===== config.mk =====
export PLATFORM = sky130hd
export DESIGN_NAME = dac_seg_encoder
export DESIGN_NICKNAME = d
export VERILOG_FILES = /design/src/rtl/dac_pkg.sv /design/src/rtl/dac_sample_fifo.sv /design/src/rtl/dac_seg_encoder.sv
export SDC_FILE = /design/constraint.sdc
export NUM_CORES = 1
export LEC_CHECK = 0
export ABC_AREA = 1
export CORE_ASPECT_RATIO = 1.5
export CORE_MARGIN = 2
export CORE_UTILIZATION = 42
export CTS_BUF_LIST = sky130_fd_sc_hd__clkbuf_16
export DETAILED_ROUTE_END_ITERATION = 16
export HOLD_SLACK_MARGIN = 0.05
export PLACE_DENSITY = 0.63
export SLEW_MARGIN = 20
export SYNTH_ARGS = -nofsm -noshare
export SYNTH_HDL_FRONTEND = slang
export SYNTH_SLANG_ARGS = --single-unit

===== constraint.sdc =====
create_clock -name clkin -period 4.2 [get_ports clkin]
set_clock_uncertainty 0.15 [all_clocks]
set_input_delay 1.26 -clock clkin [delete_from_list [all_inputs] [get_ports clkin]]
set_output_delay 1.26 -clock clkin [all_outputs]
set_load 0.01 [all_outputs]

===== src/rtl/dac_pkg.sv =====
//------------------------------------------------------------------------------
// Module   : dac_pkg
// Brief    : Shared defaults, input-format enum and midscale helper for the
//            segmented DAC encoder.
// Revision : 1.0
//------------------------------------------------------------------------------
`default_nettype none

package dac_pkg;

  localparam int DEF_DW    = 10;
  localparam int DEF_BIN_W = 7;
  localparam int DEF_DIV   = 4;
  localparam int DEF_DEPTH = 4;

  typedef enum logic {
    OFFSET = 1'b0,
    TWOS   = 1'b1
  } fmt_e;

  // Offset-binary midscale: only the top bit of a DW-wide code set.
  function automatic logic [31:0] midscale_code(input int unsigned dw);
    return 32'd1 << (dw - 1);
  endfunction

endpackage

`default_nettype wire


===== src/rtl/dac_sample_fifo.sv =====
//------------------------------------------------------------------------------
// Module   : dac_sample_fifo
// Brief    : Power-of-two sample FIFO with synchronous flush and occupancy out.
// Revision : 1.0
//------------------------------------------------------------------------------
`default_nettype none

module dac_sample_fifo
  import dac_pkg::*;
#(
  parameter int DW    = DEF_DW,
  parameter int DEPTH = DEF_DEPTH,
  localparam int AW   = $clog2(DEPTH),
  localparam int LW   = AW + 1
) (
  input  logic          i_clk,
  input  logic          i_rst_n,
  input  logic          i_flush,
  input  logic          i_push,
  input  logic [DW-1:0] i_wdata,
  input  logic          i_pop,
  output logic [DW-1:0] o_rdata,
  output logic          o_full,
  output logic          o_empty,
  output logic [LW-1:0] o_level
);

  logic [DW-1:0] r_mem [DEPTH];
  logic [AW-1:0] r_wptr;
  logic [AW-1:0] r_rptr;
  logic [LW-1:0] r_level;
  logic          w_push;
  logic          w_pop;

  assign o_full  = (r_level == LW'(DEPTH));
  assign o_empty = (r_level == '0);
  assign o_level = r_level;
  assign o_rdata = r_mem[r_rptr];

  assign w_push = i_push && !o_full;
  assign w_pop  = i_pop && !o_empty;

  always_ff @(posedge i_clk or negedge i_rst_n) begin
    if (!i_rst_n) begin
      r_wptr  <= '0;
      r_rptr  <= '0;
      r_level <= '0;
    end else if (i_flush) begin
      r_wptr  <= '0;
      r_rptr  <= '0;
      r_level <= '0;
    end else begin
      if (w_push) r_wptr <= r_wptr + AW'(1);
      if (w_pop)  r_rptr <= r_rptr + AW'(1);
      case ({w_push, w_pop})
        2'b10:   r_level <= r_level + LW'(1);
        2'b01:   r_level <= r_level - LW'(1);
        default: r_level <= r_level;
      endcase
    end
  end

  always_ff @(posedge i_clk) begin
    if (w_push && !i_flush) r_mem[r_wptr] <= i_wdata;
  end

endmodule

`default_nettype wire


===== src/rtl/dac_seg_encoder.sv =====
//------------------------------------------------------------------------------
// Module   : dac_seg_encoder
// Brief    : Buffered segmented DAC encoder: binary LSB lines plus thermometer
//            MSB lines with optional data-weighted-averaging rotation.
// Revision : 1.0
//------------------------------------------------------------------------------
`default_nettype none

module dac_seg_encoder
  import dac_pkg::*;
#(
  parameter int DW     = DEF_DW,
  parameter int BIN_W  = DEF_BIN_W,
  parameter int DIV    = DEF_DIV,
  parameter int DEPTH  = DEF_DEPTH,
  localparam int MSB_W  = DW - BIN_W,
  localparam int NTHERM = 2**MSB_W - 1,
  localparam int LW     = $clog2(DEPTH) + 1
) (
  input  logic              clkin,
  input  logic              rstb,
  input  logic              pdb,
  input  logic [DW-1:0]     in_data,
  input  logic              in_valid,
  output logic              in_ready,
  input  logic              fmt_twos,
  input  logic              dem_en,
  input  logic              clear_flags,
  output logic [BIN_W-1:0]  datainbin,
  output logic [BIN_W-1:0]  datainbinb,
  output logic [NTHERM-1:0] dataintherm,
  output logic [NTHERM-1:0] datainthermb,
  output logic              underflow,
  output logic [LW-1:0]     fifo_level
);

  localparam int CW = (DIV > 1) ? $clog2(DIV) : 1;
  localparam int PW = MSB_W + 1;

  // Lines p..p+k-1 (mod NTHERM) are set: line i is on when its distance
  // from p, walking upward with wrap, is below k.
  function automatic logic [NTHERM-1:0] f_therm(input logic [MSB_W-1:0] k,
                                                input logic [MSB_W-1:0] p);
    logic [NTHERM-1:0] m;
    logic [PW-1:0]     d;
    m = '0;
    for (int i = 0; i < NTHERM; i++) begin
      d = PW'(i) + PW'(NTHERM) - {1'b0, p};
      if (d >= PW'(NTHERM)) d = d - PW'(NTHERM);
      m[i] = (d < {1'b0, k});
    end
    return m;
  endfunction

  localparam logic [DW-1:0]     c_MID_CODE  = DW'(midscale_code(DW));
  localparam logic [BIN_W-1:0]  c_MID_BIN   = c_MID_CODE[BIN_W-1:0];
  localparam logic [MSB_W-1:0]  c_MID_K     = c_MID_CODE[DW-1:BIN_W];
  localparam logic [NTHERM-1:0] c_MID_THERM = f_therm(c_MID_K, MSB_W'(0));

  logic [CW-1:0]     r_cnt;
  logic [MSB_W-1:0]  r_p;
  logic              r_uf;
  logic [NTHERM-1:0] r_therm;
  logic [BIN_W-1:0]  r_bin;

  logic              w_full;
  logic              w_empty;
  logic [DW-1:0]     w_head;
  logic              w_in_ready;
  logic              w_push;
  logic              w_strobe;
  logic              w_pop;
  logic [DW-1:0]     w_code;
  logic [MSB_W-1:0]  w_k;
  logic [MSB_W-1:0]  w_p_eff;
  logic [NTHERM-1:0] w_therm_next;
  logic [PW-1:0]     w_p_sum;
  logic [MSB_W-1:0]  w_p_next;

  assign w_in_ready = rstb && pdb && !w_full;
  assign w_push     = in_valid && w_in_ready;
  assign w_strobe   = pdb && (r_cnt == CW'(DIV - 1));
  assign w_pop      = w_strobe && !w_empty;

  dac_sample_fifo #(
    .DW    (DW),
    .DEPTH (DEPTH)
  ) u_fifo (
    .i_clk   (clkin),
    .i_rst_n (rstb),
    .i_flush (!pdb),
    .i_push  (w_push),
    .i_wdata (in_data),
    .i_pop   (w_pop),
    .o_rdata (w_head),
    .o_full  (w_full),
    .o_empty (w_empty),
    .o_level (fifo_level)
  );

  always_comb begin
    w_code = w_head;
    if (fmt_e'(fmt_twos) == TWOS) w_code[DW-1] = ~w_head[DW-1];
  end

  assign w_k          = w_code[DW-1:BIN_W];
  assign w_p_eff      = dem_en ? r_p : '0;
  assign w_therm_next = f_therm(w_k, w_p_eff);
  assign w_p_sum      = {1'b0, r_p} + {1'b0, w_k};
  assign w_p_next     = (w_p_sum >= PW'(NTHERM)) ? MSB_W'(w_p_sum - PW'(NTHERM))
                                                 : MSB_W'(w_p_sum);

  always_ff @(posedge clkin or negedge rstb) begin
    if (!rstb) begin
      r_cnt   <= '0;
      r_p     <= '0;
      r_uf    <= 1'b0;
      r_therm <= c_MID_THERM;
      r_bin   <= c_MID_BIN;
    end else begin
      if (w_strobe && w_empty) r_uf <= 1'b1;
      else if (clear_flags)    r_uf <= 1'b0;

      if (!pdb) begin
        r_cnt   <= '0;
        r_p     <= '0;
        r_therm <= c_MID_THERM;
        r_bin   <= c_MID_BIN;
      end else begin
        r_cnt <= w_strobe ? '0 : r_cnt + CW'(1);
        if (w_pop) begin
          r_therm <= w_therm_next;
          r_bin   <= w_code[BIN_W-1:0];
          if (dem_en) r_p <= w_p_next;
        end
        // Leaving rotation mode restarts the pointer at line 0.
        if (!dem_en) r_p <= '0;
      end
    end
  end

  assign in_ready     = w_in_ready;
  assign underflow    = r_uf;
  assign dataintherm  = r_therm;
  assign datainthermb = ~r_therm;
  assign datainbin    = r_bin;
  assign datainbinb   = ~r_bin;

endmodule

`default_nettype wire


==> implementation parameters <==
Parameter                              Value

Status
  Outcome ... finished, final reports clean

Global routing
  Total routing resource utilization after global routing ... 0.185
  Antenna violations before repair ... 0
  Layer carrying the most global-route usage ... met2
  Via count of the first global-routing pass ... 2910
  Largest net degree at the start of global routing ... 28
  Global Route met1 Usage ... 0.217
  Met2 capacity usage during global routing ... 0.316
  Global-route track usage on met3 ... 0.0284
  First-pass GRT wire length ... 13500 µm
  Aggregate global routing overflow ... 0

Drt
  Overall via count from detail_route ... a little under 3000
  Detailed-route wire length ... about 8100 µm
  DR vias/cell ... ~4.9
  Drt first-iter violations ... around 130
  Routed WL per cell ... about 14 µm
  DRC Markers ... 0
  Pre-Repair DR Iteration Count ... 5
  Count of nets left with antenna violations after detail routing ... 0

CTS
  Clk Tree Root Cell ... sky130_fd_sc_hd__clkbuf_16
  Max clock buf depth ... 2
  Clock latency at the later pin of the worst-skew pair ... ~0.33 ns
  Clock slew seen by the registers of the worst setup and hold paths ... 0.06 ns
  Clock H-tree levels ... 3
  TritonCTS clock tree ... done
  Total of cells resized after clock tree synthesis ... 0
  CTS Hold Buffers Added ... 0
  Total number of clock tree sinks ... 67
  Post-CTS setup buffer count ... 0
  CTS Buf Count ... 9

Yosys
  Dominant cells by area after synthesis ... sky130_fd_sc_hd__edfxtp_1 32%, sky130_fd_sc_hd__dfrtp_1 15%, sky130_fd_sc_hd__ha_1 12%
  Number of synthesized flops with an enable pin ... 40
  Synthesized cell area ... 3780 µm²
  Average cell area after synthesis ... just over 9 µm²
  Share of flip-flops with an asynchronous set or reset ... 0.403
  Area share of the leading cell type in the synthesized netlist ... 0.318
  Synthesis warning total ... 0
  Yosys cell types ... 33
  Portion of the post-synthesis area used by sequential elements ... 0.498
  Register bit total from synthesis ... between 60 and 70
  Cell taking the most area after synthesis ... sky130_fd_sc_hd__edfxtp_1
  Post-Syn Instances ... 416
  Cell with the most instances after synthesis ... sky130_fd_sc_hd__nand2_1
  Dominant register cell in the synthesized netlist ... sky130_fd_sc_hd__edfxtp_1
  Synth top cells by count ... 112 x sky130_fd_sc_hd__nand2_1, 59 x sky130_fd_sc_hd__inv_1, 41 x sky130_fd_sc_hd__o21ai_0
  Net Count, Synth ... between 400 and 500

Placement
  RePlAce Congestion ... 0.889
  Number of placed cells counting well taps ... just under 600
  IO buf count ... 49
  Hpwl dp ... ~6000 µm

Die
  Effective utilization at floorplan ... 0.431
  Number of placement rows ... between 40 and 50
  Area of the core ... slightly below 9000 µm²
  Total die area ... just under 10000 µm²
  IO Pins ... 50
  Die Span X ... between 80 and 90 µm
  Die span in y ... around 120 µm

Timing
  Hold_ws ... ~0.3 ns
  Worst slew margin relative to its limit ... 0.478
  Crit path time final ... 3.96 ns
  Slew of the pin with the lowest slew margin ... just under 0.8 ns
  Final max-slew violation count ... 0
  Summed negative setup slack over all endpoints ... 0 ns
  Hold violation count in the final report ... 0
  FMAX ... ~250 MHz
  Unrepaired setup endpoints after global routing ... no
  Part of the cycle the worst path needs ... 0.943
  Setup violations, final ... 0

Setup path
  CP Max Fanout ... 2
  Register-to-register setup slack ... 1.15 ns
  Number of cells traversed by the worst register-to-register path ... 15
  Worst path required time ... about 2.8 ns
  Endpoint of the worst-slack reg-to-reg timing path ... r_p[0]
  Crit Reg-Reg Startpoint ... u_fifo.r_rptr[0]
  Kind of end point of the critical path ... primary output
  Endpoint arrival time on the critical path ... 2.55 ns
  Critical path class ... in -> out
  Startpoint type of the worst setup path ... input port

Final layout
  Area added between synthesis and finish ... 25.9%
  Final Non-Filler Cells ... 597
  Count of inserted antenna diode cells ... 0
  Final nets ... between 500 and 600
  Layout cells sized above 1 ... 0.0842

Hold path
  Worst hold path depth ... 1
  Hold crit path type ... reg -> reg
  Worst hold path endpoint ... r_cnt[0]
  Worst min-delay path startpoint ... r_cnt[0]

Pwr
  Design Power ... 1.59 mW
  Static leakage ... about 2.2 nW
  Power density over the cells ... 334 nW/µm²
  Worst vdd ir ... approximately 0.00028 V

Job
  Max capacitance violation total ... 0
sequential cells by signal, indices dropped and copies added, names as in the netlist:
signal and count:
u_fifo.r_mem 40, datainbin 7, dataintherm 7, r_p 3
u_fifo.o_level 3, r_cnt 2, u_fifo.r_rptr 2, u_fifo.r_wptr 2
underflow 1
through the flow:
stage / utilization / setup WS (ns) / cell area, µm²
2_1_floorplan: - / 0.972 / 3780
3_3_place_gp: 0.510 / 0.238 / 4470
3_5_place_dp: 0.510 / 0.256 / 4470
4_1_cts: 0.542 / 0.235 / 4760
5_1_grt: 0.542 / 0.126 / 4760
6_report: 0.542 / 0.241 / 4760
routing by layer:
| layer | wire, µm | vias up |
|---|---|---|
| met5 | 0 | - |
| met4 | 193 | 0 |
| li1 | - | 1487 |
| met3 | 325 | 15 |
| met1 | 3380 | 1355 |
| met2 | 4190 | 62 |
worst max-delay path, stage by stage:
cell and delay [ns]:
sky130_fd_sc_hd__clkdlybuf4s50_1 0.49, sky130_fd_sc_hd__nand2_1 0.08, sky130_fd_sc_hd__a21oi_1 0.16, sky130_fd_sc_hd__clkdlybuf4s50_1 0.56
cell type report:
| type | instances | area [µm²] |
|---|---|---|
| multi-input combinational | 277 | 1620 |
| timing repair buffer | 63 | 596 |
| clock buffer | 9 | 225 |
| tap | 110 | 138 |
| inverter | 64 | 240 |
| sequential | 67 | 1880 |
| fill | 810 | 4020 |
| clock inverter | 7 | 61.3 |
power by group:
| part | internal, mW | total, mW | switching [mW] |
|---|---|---|---|
| Combinational | 0.0605 | 0.147 | 0.0864 |
| Clock | 0.451 | 0.723 | 0.272 |
| Sequential | 0.712 | 0.718 | 0.00552 |
| Total | 1.22 | 1.59 | 0.364 |
worst max-delay path by stage:
stage                          end    from  slack, ns  cells after the start
finish                    in_ready    rstb       0.24                      4
global route              in_ready    rstb       0.13                      4
detailed placement        in_ready    rstb       0.26                      4
global placement          in_ready    rstb       0.24                      4
floorplan           dataintherm[2]  dem_en       0.97                     13
CTS                       in_ready    rstb       0.23                      4
kinds of logic after synthesis:
kind of cell	count (synthesis)	share of synthesized area
buf+inv	72	0.0745
fa+ha+maj	40	0.138
flops	67	0.498
compound gates	64	0.0937
simple gates	164	0.175
xor+xnor	9	0.0209
cell usage in the layout, fill, tap and decap left out, types with 4 or more instances in the layout:
cell type / netlist / routed
sky130_fd_sc_hd__clkbuf_16: 0 / 9
sky130_fd_sc_hd__nand2_2: 4 / 4
sky130_fd_sc_hd__nor3_1: 5 / 5
sky130_fd_sc_hd__nand2_1: 112 / 112
sky130_fd_sc_hd__nand3_1: 8 / 8
sky130_fd_sc_hd__o21ai_0: 41 / 41
sky130_fd_sc_hd__xor2_1: 6 / 6
sky130_fd_sc_hd__edfxtp_1: 40 / 40
sky130_fd_sc_hd__clkinv_1: 2 / 4
sky130_fd_sc_hd__dfstp_2: 4 / 4
sky130_fd_sc_hd__o22ai_1: 8 / 8
sky130_fd_sc_hd__nor2_1: 32 / 32
sky130_fd_sc_hd__clkdlybuf4s50_1: 0 / 49
sky130_fd_sc_hd__ha_1: 37 / 37
sky130_fd_sc_hd__buf_4: 1 / 14
sky130_fd_sc_hd__dfrtp_1: 23 / 23
sky130_fd_sc_hd__a21oi_1: 6 / 6
sky130_fd_sc_hd__inv_1: 59 / 60
Note: power is estimated with default switching activity, not from simulation.
